[src/rtl/ambtc_pkg.sv]
// Shared types and helpers for the grayscale / AMBTC image engine.
// Widths are functions of the engine parameters so each instance derives its own.
package ambtc_pkg;

  typedef enum logic [3:0] {
    IDLE, G_ADDR, G_WR, B_SUM, B_MEAN, B_DEV, B_VAR, B_DLO, B_DHI, B_WR, B_NEXT, DONE
  } ambtc_state_e;

  localparam int GRAY_MAX_W = 16;

  // Block sum width; the deviation sum and P = N*var share it.
  function automatic int sum_w(input int pix_w, input int blk_log2);
    return pix_w + 2 * blk_log2;
  endfunction

  function automatic int p_w(input int pix_w, input int blk_log2);
    return sum_w(pix_w, blk_log2);
  endfunction

  function automatic int blk_n(input int blk_log2);
    return 1 << (2 * blk_log2);
  endfunction

  // (max + min) >> 1, with one guard bit so the sum cannot overflow.
  function automatic logic [GRAY_MAX_W-1:0] gray_of(input logic [GRAY_MAX_W-1:0] r,
                                                   input logic [GRAY_MAX_W-1:0] g,
                                                   input logic [GRAY_MAX_W-1:0] b);
    logic [GRAY_MAX_W-1:0] mx, mn;
    logic [GRAY_MAX_W:0] s;
    mx = r;
    if (g > mx) mx = g;
    if (b > mx) mx = b;
    mn = r;
    if (g < mn) mn = g;
    if (b < mn) mn = b;
    s = {1'b0, mx} + {1'b0, mn};
    return s[GRAY_MAX_W:1];
  endfunction

endpackage

[src/rtl/ambtc_image_engine_div.sv]
// Restoring unsigned divider: quotient valid with a one-cycle done pulse
// exactly W cycles after start. Divisor must be non-zero.
module seq_div_u #(
  parameter int W = 12
) (
  input  logic         clk,
  input  logic         rst_n,
  input  logic         start,
  input  logic [W-1:0] dividend,
  input  logic [W-1:0] divisor,
  output logic [W-1:0] quotient,
  output logic         done
);
  localparam int CNT_W = $clog2(W);

  logic [W-1:0]     rem, dsr;
  logic [CNT_W-1:0] cnt;
  logic             run;
  logic [W:0]       trial;

  // The dividend shifts out of the quotient register MSB-first as quotient bits shift in.
  assign trial = {rem, quotient[W-1]} - {1'b0, dsr};

  always_ff @(posedge clk) begin
    if (!rst_n) begin
      rem      <= '0;
      dsr      <= '0;
      quotient <= '0;
      cnt      <= '0;
      run      <= 1'b0;
      done     <= 1'b0;
    end else begin
      done <= 1'b0;
      if (start) begin
        rem      <= '0;
        dsr      <= divisor;
        quotient <= dividend;
        cnt      <= '0;
        run      <= 1'b1;
      end else if (run) begin
        if (!trial[W]) begin
          rem      <= trial[W-1:0];
          quotient <= {quotient[W-2:0], 1'b1};
        end else begin
          rem      <= {rem[W-2:0], quotient[W-1]};
          quotient <= {quotient[W-2:0], 1'b0};
        end
        cnt <= cnt + 1'b1;
        if (cnt == CNT_W'(W - 1)) begin
          run  <= 1'b0;
          done <= 1'b1;
        end
      end
    end
  end
endmodule

[src/rtl/ambtc_image_engine.sv]
// Grayscale rewrite of a square image in external RAM, optionally followed by
// per-block AMBTC compress-and-reconstruct. FSM state is exported on dbg_state.
module ambtc_image_engine
  import ambtc_pkg::*;
#(
  parameter int ADDR_W   = 6,
  parameter int BLK_LOG2 = 2,
  parameter int PIX_W    = 8
) (
  input  logic                 clk,
  input  logic                 rst_n,
  input  logic                 start,
  input  logic                 mode_compress,
  input  logic [3*PIX_W-1:0]   in_pix,
  output logic [ADDR_W-1:0]    row,
  output logic [ADDR_W-1:0]    col,
  output logic                 out_we,
  output logic [3*PIX_W-1:0]   out_pix,
  output logic                 busy,
  output logic                 gray_done,
  output logic                 compress_done,
  output ambtc_state_e         dbg_state
);
  localparam int SUM_W  = sum_w(PIX_W, BLK_LOG2);
  localparam int P_W    = p_w(PIX_W, BLK_LOG2);
  localparam int BLK_N  = blk_n(BLK_LOG2);
  localparam int IDX_W  = 2 * BLK_LOG2;
  localparam int BETA_W = IDX_W + 1;
  localparam logic [PIX_W-1:0] PIX_MAX = '1;

  ambtc_state_e state, state_d;
  logic ph, ph_d, mode_q, we_c, div_start, div_done;
  logic [P_W-1:0]   div_q, div_dsr;
  logic [P_W:0]     hm_sum;
  logic [SUM_W-1:0] sum, dev, p_val;
  logic [PIX_W-1:0] avg, lm, hm, g_in, g_gray, abs_d;
  logic [BETA_W-1:0] beta, lo_cnt;
  logic [BLK_N-1:0] bitmap;
  logic [IDX_W-1:0] idx;
  logic last_pix, last_in_blk, last_blk, hit;

  assign idx         = {row[BLK_LOG2-1:0], col[BLK_LOG2-1:0]};
  assign last_pix    = &{row, col};
  assign last_in_blk = &idx;
  assign last_blk    = &{row[ADDR_W-1:BLK_LOG2], col[ADDR_W-1:BLK_LOG2]};
  assign g_in        = in_pix[2*PIX_W-1:PIX_W];
  assign g_gray      = PIX_W'(gray_of(GRAY_MAX_W'(in_pix[3*PIX_W-1:2*PIX_W]),
                                      GRAY_MAX_W'(g_in), GRAY_MAX_W'(in_pix[PIX_W-1:0])));
  assign hit         = (g_in >= avg);
  assign abs_d       = hit ? (g_in - avg) : (avg - g_in);
  assign lo_cnt      = BETA_W'(BLK_N) - beta;
  assign div_dsr     = (state == B_DLO) ? P_W'({lo_cnt, 1'b0}) : P_W'({beta, 1'b0});
  assign hm_sum      = {1'b0, P_W'(avg)} + {1'b0, div_q};
  assign dbg_state   = state;
  assign out_we      = we_c & rst_n;

  seq_div_u #(.W(P_W)) u_div (
    .clk      (clk),
    .rst_n    (rst_n),
    .start    (div_start),
    .dividend (p_val),
    .divisor  (div_dsr),
    .quotient (div_q),
    .done     (div_done)
  );

  always_ff @(posedge clk) begin
    if (!rst_n) begin
      state <= IDLE;
      ph    <= 1'b0;
    end else begin
      state <= state_d;
      ph    <= ph_d;
    end
  end

  // Handshake: start is a request honoured only in IDLE; busy is the
  // acknowledge and stays high until the pass requested by mode_compress ends.
  // Sweep states use ph: 0 = address cycle, 1 = data/write cycle.
  always_comb begin
    state_d   = state;
    ph_d      = ph;
    we_c      = 1'b0;
    div_start = 1'b0;
    case (state)
      IDLE:   if (start) begin state_d = G_ADDR; ph_d = 1'b0; end
      G_ADDR: state_d = G_WR;
      G_WR: begin
        we_c    = 1'b1;
        state_d = last_pix ? (mode_q ? B_SUM : DONE) : G_ADDR;
      end
      B_SUM: begin
        ph_d = ~ph;
        if (ph && last_in_blk) state_d = B_MEAN;
      end
      B_MEAN: state_d = B_DEV;
      B_DEV: begin
        ph_d = ~ph;
        if (ph && last_in_blk) state_d = B_VAR;
      end
      B_VAR: state_d = B_DLO;
      B_DLO: begin
        if (!ph) begin
          if (beta == BETA_W'(BLK_N)) state_d = B_DHI;
          else begin div_start = 1'b1; ph_d = 1'b1; end
        end else if (div_done) begin
          state_d = B_DHI;
          ph_d    = 1'b0;
        end
      end
      B_DHI: begin
        if (!ph) begin
          div_start = 1'b1;
          ph_d      = 1'b1;
        end else if (div_done) begin
          state_d = B_WR;
          ph_d    = 1'b0;
        end
      end
      B_WR: begin
        we_c = ph;
        ph_d = ~ph;
        if (ph && last_in_blk) state_d = B_NEXT;
      end
      B_NEXT: state_d = last_blk ? DONE : B_SUM;
      DONE:   state_d = IDLE;
      default: state_d = IDLE;
    endcase
  end

  always_comb begin
    out_pix = '0;
    if (state == G_WR)
      out_pix = {{PIX_W{1'b0}}, g_gray, {PIX_W{1'b0}}};
    else if (state == B_WR && ph)
      out_pix = {{PIX_W{1'b0}}, (bitmap[idx] ? hm : lm), {PIX_W{1'b0}}};
  end

  always_ff @(posedge clk) begin
    if (!rst_n) begin
      row <= '0; col <= '0; mode_q <= 1'b0; busy <= 1'b0;
      gray_done <= 1'b0; compress_done <= 1'b0;
      sum <= '0; dev <= '0; p_val <= '0; beta <= '0; bitmap <= '0;
      avg <= '0; lm <= '0; hm <= '0;
    end else begin
      busy <= (state_d != IDLE) && (state_d != DONE);
      case (state)
        IDLE: if (start) begin
          row <= '0; col <= '0; mode_q <= mode_compress;
          gray_done <= 1'b0; compress_done <= 1'b0;
          sum <= '0; dev <= '0; beta <= '0;
        end
        // The full-image counter wraps to (0,0), which is block 0's origin.
        G_WR: begin
          {row, col} <= {row, col} + (2*ADDR_W)'(1);
          if (last_pix) gray_done <= 1'b1;
        end
        B_SUM: if (ph) begin
          sum <= sum + SUM_W'(g_in);
          {row[BLK_LOG2-1:0], col[BLK_LOG2-1:0]} <= idx + IDX_W'(1);
        end
        B_MEAN: avg <= PIX_W'(sum >> IDX_W);
        B_DEV: if (ph) begin
          dev         <= dev + SUM_W'(abs_d);
          bitmap[idx] <= hit;
          beta        <= beta + BETA_W'(hit);
          {row[BLK_LOG2-1:0], col[BLK_LOG2-1:0]} <= idx + IDX_W'(1);
        end
        B_VAR: p_val <= (dev >> IDX_W) << IDX_W;
        B_DLO: begin
          if (!ph && beta == BETA_W'(BLK_N)) lm <= avg;
          else if (ph && div_done) lm <= (div_q > P_W'(avg)) ? '0 : (avg - PIX_W'(div_q));
        end
        B_DHI: if (ph && div_done)
          hm <= (hm_sum > (P_W+1)'(PIX_MAX)) ? PIX_MAX : PIX_W'(hm_sum);
        B_WR: if (ph) {row[BLK_LOG2-1:0], col[BLK_LOG2-1:0]} <= idx + IDX_W'(1);
        B_NEXT: begin
          {row[ADDR_W-1:BLK_LOG2], col[ADDR_W-1:BLK_LOG2]} <=
            {row[ADDR_W-1:BLK_LOG2], col[ADDR_W-1:BLK_LOG2]} + (2*(ADDR_W-BLK_LOG2))'(1);
          sum <= '0; dev <= '0; beta <= '0;
          if (last_blk) compress_done <= 1'b1;
        end
        default: ;
      endcase
    end
  end
endmodule

[config.mk]
export PLATFORM = sky130hd
export DESIGN_NAME = ambtc_image_engine
export DESIGN_NICKNAME = d
export VERILOG_FILES = /design/src/rtl/ambtc_pkg.sv /design/src/rtl/ambtc_image_engine_div.sv /design/src/rtl/ambtc_image_engine.sv
export SDC_FILE = /design/constraint.sdc
export NUM_CORES = 1
export LEC_CHECK = 0
export CORE_MARGIN = 4
export CORE_UTILIZATION = 25
export CTS_CLUSTER_SIZE = 25
export DETAILED_ROUTE_END_ITERATION = 8
export GPL_ROUTABILITY_DRIVEN = 0
export HOLD_SLACK_MARGIN = 0.05
export REMOVE_ABC_BUFFERS = 1
export SLEW_MARGIN = 20
export SYNTH_ARGS = -nofsm -noshare
export SYNTH_HDL_FRONTEND = slang
export SYNTH_SLANG_ARGS = --single-unit
[constraint.sdc]
create_clock -name clk -period 9.25 [get_ports clk]
set_clock_uncertainty 0.2 [all_clocks]
set_input_delay 1.85 -clock clk [delete_from_list [all_inputs] [get_ports clk]]
set_output_delay 1.85 -clock clk [all_outputs]
set_load 0.02 [all_outputs]
==> results.txt, run 1 <==
Synthesis-stage register bit count: 133
Tightest Pin Transition: 1.09 ns
Endpoints failing setup: 0
Core Area: 38900 um2
CP Launch Type: input port
Clock transition at path regs: 0.06 ns
Layout area overhead: 18.4%
Static Leak: 0.00467 uW
Routed via count: 9137
WS Path Type: in -> out
Worst path max stage delay: 0.66 ns
Synth Area per Inst: 7.73 um2
DIE AREA: 42900 um2
Worst Hold Depth: 2
Tmin final: 8.93 ns
Combinational Power Share: 0.219
Net Sw Frac: 0.294
Clock Power Share: 0.424
Rel. slew slack: 0.268
TritonCTS Buffers: 17
Nets: 1469
H-tree depth: 4
# port buffers: 55
WHS Endpoint: p_val[11]$_SDFFE_PN0P_
Most used DFF post-synth: dfxtp_1
Final core area utilization: 0.302
RR Startpoint: avg[1]$_SDFFE_PN0P_
DP HPWL: 20.4 mm
Total gr overflow: 0
Most frequent cells in the layout: nor2_1 (143), a21oi_1 (138), dfxtp_1 (133)
Diodes inserted: 0
Area after DPL: 11100 um2
Sequential share of the synthesized area: 0.269
EDFF count, synth: 0
Die Wd: 207 um
CP max-delay cell: clkdlybuf4s50_1
Final hold vios: 0
Most common cell after layout, fill and taps aside: nor2_1
Routed len/inst: 14.6 um
Clock sinks: 133
Initial antenna violation count: 0
Final wirelength: 27.3 mm
Netlist Area Pre-Place: 9920 um2
Finished Cell Area: 11700 um2
Skew-Pair Late Insertion Delay: 0.42 ns
Clock Tree Buf Depth: 2
Pin count of the biggest net entering global routing: 59
Layout Cells excl Fill: 1865
Hold Path Class: reg -> reg
Flop pwr share: 0.357
Data arrival, critical path: 6.88 ns
Power Internal: 1150 uW
Worst R2R Setup Slack: 4.13 ns
Switching Power: 478 uW
CP Data Required Time: 7.20 ns
Root Driver: clkbuf_16
Critical path capture point type: output port
Worst Slack Setup Final: 0.323 ns
FP Rows: 72
First-pass GRT wire length: 45.1 mm
DRC: 0
Die height: 207 um
Iteration-0 DRC Markers: 606
Detailed Routing Iterations Pass 1: 6
Asr flop ratio synth: 0
IR drop worst, VDD: 0.0870 mV
Fraction of layout cells with a size suffix above 1: 0.0728
Starting Density: 0.255
Drt via density: 4.90
Inst Count DP: 1830
Status: complete, no violations
Worst-path cell chain: clkdlybuf4s50_1, inv_1, ha_1, a211o_1, a21oi_1, o21ai_1, o21a_1, mux2i_1, ha_1, a21o_1, a211oi_1, o221ai_1, a31o_2, a32oi_2, nand2_1, fa_1, nor2b_1, o21ai_0, nand2b_1, xnor2_1, o22ai_1, clkdlybuf4s50_1
Ports: 72
CTS tree: built
R2R Path End: dev[10]$_SDFFE_PN0P_
GRT Util Overall: 0.124
Slew Viols, Final: 0
Max_cap viols: 0
PD cells: 138 nW/um2
Synth cell types: 77
Synth Warn #: 0
Dpl ws: -0.112 ns
Vias in the first global route: 8776
CP Max Fanout: 3
Cell count of the worst reg-to-reg path: 18
Hold path startpoint: p_val[11]$_SDFFE_PN0P_
Routed Antenna Nets: 0
Synthesized instance count: 1282
Crit share post-route: 0.965
Max Freq: 112 MHz
-- power groups by stage --
stage          sequential, uW  clock, uW  combinational (uW)
2_1_floorplan             592          0                 214
3_3_place_gp              592          0                 335
3_5_place_dp              592          0                 340
4_1_cts                   580        703                 341
5_1_grt                   580        725                 393
6_report                  580        689                 355
-- worst max-delay path by stage --
stage | from | to | slack [ns] | depth (start not counted)
2_1_floorplan | in_pix[8] | out_pix[15] | 0.58 | 23
3_3_place_gp | in_pix[21] | out_pix[15] | 0.10 | 26
3_5_place_dp | in_pix[21] | out_pix[15] | -0.11 | 26
4_1_cts | in_pix[21] | out_pix[14] | 0.04 | 24
5_1_grt | in_pix[21] | out_pix[11] | -0.01 | 23
6_report | in_pix[21] | out_pix[11] | 0.32 | 22
-- state kept, by name (all words and copies together), names as in the netlist, 12 cells and up --
register and count:
bitmap 16, dev 12, sum 12, u_div.quotient 12, u_div.rem 12
-- worst max-delay path: cells and delay by family --
family,cells,cell delay (ns)
compound gates,11,2.11
xor+xnor,1,0.08
fa+ha+maj,3,1.03
buf+inv,3,1.22
mux,1,0.22
simple gates,3,0.37
-- cell usage after synthesis (all sizes together), types with 3 or more instances --
cell type | count | area share
a22oi | 4 | 0.0030
nor2 | 143 | 0.054
a32oi | 8 | 0.0071
buf | 25 | 0.018
nand4 | 21 | 0.013
clkbuf | 52 | 0.020
or2 | 7 | 0.0044
dfxtp | 133 | 0.27
fa | 8 | 0.016
nor4 | 7 | 0.0044
a21o | 16 | 0.012
nand2b | 16 | 0.010
a21boi | 5 | 0.0038
or3 | 11 | 0.0069
mux2i | 45 | 0.045
inv | 76 | 0.029
and2 | 5 | 0.0032
o21a | 10 | 0.0076
a31oi | 9 | 0.0063
nand2 | 131 | 0.050
o211a | 7 | 0.0071
nor3 | 22 | 0.011
mux4 | 5 | 0.013
o21bai | 11 | 0.0083
xnor2 | 31 | 0.027
and3 | 6 | 0.0038
nor2b | 25 | 0.016
o211ai | 9 | 0.0068
nand3 | 45 | 0.023
ha | 99 | 0.12
a211oi | 20 | 0.016
xor2 | 16 | 0.014
a21oi | 142 | 0.072
a2111oi | 3 | 0.0027
o21ai | 60 | 0.030
nor4b | 3 | 0.0027
o22ai | 8 | 0.0050
-- layer usage --
metal	GRT usage	vias to the layer above	part of all wire
met3	0.0253	52	0.047
met5	0	-	0
li1	-	4615	-
met4	0.0417	0	0.022
met1	0.173	4241	0.49
met2	0.192	229	0.44
-- area by class of cell --
class,instances,area (um2)
clock inverters,10,123
multi-input cells,1011,6700
well taps,518,648
repair buffers,95,848
clock buffers,22,474
flip-flops and latches,133,2660
fillers,4180,27200
inverters,76,285
-- repair_timing --
item	4_1_cts	5_1_grt
setup endpoints to repair	2	5
resized for setup	2	18
buffers inserted	0	3
hold buffers	0	0
pin swaps	0	1
-- cells by family (layout without fill, tap and decap cells) --
family / Yosys count / in the layout / share of synthesized area
DFF: 133 / 133 / 0.269
buffers and inverters: 153 / 203 / 0.0660
adders and majority gates: 107 / 107 / 0.141
xor gates and xnor gates: 47 / 47 / 0.0415
and+or+nand+nor: 451 / 451 / 0.210
AOI/OAI and AO/OA: 338 / 338 / 0.212
other: 1 / 16 / 0.000378
muxes: 52 / 52 / 0.0609
-- per-stage QoR --
step	hold WS [ns]	power, uW	setup TNS [ns]
floorplan	0.236	806	0
global placement	0.252	927	0
detailed placement	0.250	932	-0.158
CTS	0.259	1620	0
global route	0.288	1700	-0.0135
finish	0.262	1620	0
No activity file was read; power rests on OpenSTA's default activity.
==> run 2, diff against run 1 <==
Settings changed: SETUP_SLACK_MARGIN from default to 0.05.
==> run 2 against run 1 <==
Effect of this change:
- worst hold slack about the same
- combinational power about the same
- via count decreased by 0.14%
- sequential share of layout area about the same
- first-iteration DRC count decreased by 12%
- setup slack improved by 0.019 ns
- register-to-register slack about the same
- clock power about the same
- core utilization about the same
- global-route usage about the same
- power increased by 0.17%
- clock-buffer cell count unchanged
- largest power group unchanged
- highest routed layer unchanged
==> results.txt, run 2 (same netlist as run 1, synthesis figures left out) <==
Drt via density: 4.89
Die Wd: 207 um
CP Data Required Time: 7.20 ns
Max Freq: 112 MHz
Initial antenna violation count: 0
Endpoints failing setup: 0
Iteration-0 DRC Markers: 531
Tightest Pin Transition: 1.10 ns
Routed Antenna Nets: 0
CP Max Fanout: 6
GRT Util Overall: 0.124
Starting Density: 0.255
Clock sinks: 133
PD cells: 138 nW/um2
Status: complete, no violations
Setup TNS: 0 ns
Clock transition at path regs: 0.06 ns
Nets: 1469
Rel. slew slack: 0.263
H-tree depth: 4
Tmin final: 8.91 ns
IR drop worst, VDD: 0.0876 mV
Total gr overflow: 0
FP Rows: 72
Worst R2R Setup Slack: 4.12 ns
# port buffers: 55
CP Launch Type: input port
Routed len/inst: 14.6 um
Dpl ws: -0.112 ns
Layout area overhead: 18.6%
Ports: 72
Flip-flop count of the largest register after layout: 16
Hold path startpoint: p_val[11]$_SDFFE_PN0P_
Die height: 207 um
First-pass GRT wire length: 45.2 mm
Worst Slack Setup Final: 0.342 ns
Slew Viols, Final: 0
Final core area utilization: 0.302
Pin count of the biggest net entering global routing: 59
Fraction of layout cells with a size suffix above 1: 0.0742
CTS Hold Bufs: 0
Hold Path Class: reg -> reg
R2R Path End: dev[10]$_SDFFE_PN0P_
DRC: 0
Most common cell after layout, fill and taps aside: nor2_1
DIE AREA: 42900 um2
Skew-Pair Late Insertion Delay: 0.43 ns
Core Area: 38900 um2
Final wirelength: 27.2 mm
Vias in the first global route: 8789
Tot Pwr: 1630 uW
CTS tree: built
Worst Hold Depth: 2
Detailed Routing Iterations Pass 1: 5
WS Path Type: in -> out
Static Leak: 0.00468 uW
Critical path capture point type: output port
Final hold vios: 0
RR Startpoint: avg[1]$_SDFFE_PN0P_
Unrepaired setup endpoints after global routing: true
Largest register by flop count: bitmap
WHS Endpoint: p_val[11]$_SDFFE_PN0P_
Max_cap viols: 0
Cell count of the worst reg-to-reg path: 18
DP HPWL: 20.4 mm
Clock Tree Buf Depth: 2
Diodes inserted: 0
TritonCTS Buffers: 17
Crit share post-route: 0.963
Data arrival, critical path: 6.86 ns
Routed via count: 9124
Most frequent cells in the layout: nor2_1 (143), a21oi_1 (138), dfxtp_1 (133)
Root Driver: clkbuf_16
run 2: cell count changes in the layout (fill, tap and decap cells not counted):
cell	delta
o221ai_2	+1
o221ai_1	-1
mux2i_2	+1
mux2i_1	-1
dlymetal6s2s_1	+1
clkdlybuf4s50_1	-1
run 2: worst max path at each step:
stage / cells after the start / from / to
2_1_floorplan: 23 / in_pix[8] / out_pix[15]
3_3_place_gp: 26 / in_pix[21] / out_pix[15]
3_5_place_dp: 26 / in_pix[21] / out_pix[15]
4_1_cts: 25 / in_pix[21] / out_pix[14]
5_1_grt: 27 / in_pix[21] / out_pix[14]
6_report: 26 / in_pix[21] / out_pix[14]
run 2: timing repair:
action	CTS	global route
resized for setup	4	19
setup endpoints to repair	3	6
pin swaps	0	2
setup buffers	0	3
run 2: cell type report:
| class | instances | area (um2) |
|---|---|---|
| fillers | 4175 | 27200 |
| clock inverters | 10 | 123 |
| clock buffers | 22 | 474 |
| repair buffers | 95 | 851 |
| multi-input cells | 1011 | 6710 |
| inverters | 76 | 285 |
| well taps | 518 | 648 |
| flip-flops and latches | 133 | 2660 |
run 2: critical path: stages:
cell,delay [ns]
clkdlybuf4s50_1,0.50
inv_1,0.06
ha_1,0.31
a211o_1,0.32
a21oi_1,0.18
o21ai_1,0.11
o21a_1,0.15
mux2i_1,0.22
ha_1,0.30
a21o_1,0.19
a211oi_1,0.28
o221ai_2,0.17
nand3_2,0.15
buf_4,0.13
nor2_1,0.03
a21oi_1,0.15
ha_1,0.28
a21o_1,0.21
a21oi_2,0.21
nor2_1,0.06
o21ai_0,0.14
nand2b_1,0.07
a21oi_1,0.18
o21ai_0,0.12
a211o_1,0.29
dlymetal6s2s_1,0.22
run 2: report_power, final:
part	switching (uW)	internal, uW
registers	5.10	575
logic	206	152
clock network	270	420
run 2: metrics by stage:
stage | std cells | hold WS [ns] | area (um2)
floorplan | 1220 | 0.236 | 9600
global placement | 1830 | 0.252 | 11100
detailed placement | 1830 | 0.250 | 11100
CTS | 1862 | 0.259 | 11700
global route | 1865 | 0.288 | 11800
finish | 1865 | 0.261 | 11800
run 2: per-layer routing:
metal | up-vias | GRT usage | wire [um]
met5 | - | 0 | 0
met4 | 0 | 0.0424 | 574
met3 | 51 | 0.0247 | 1320
met2 | 208 | 0.192 | 11900
met1 | 4250 | 0.173 | 13400
li1 | 4615 | - | -
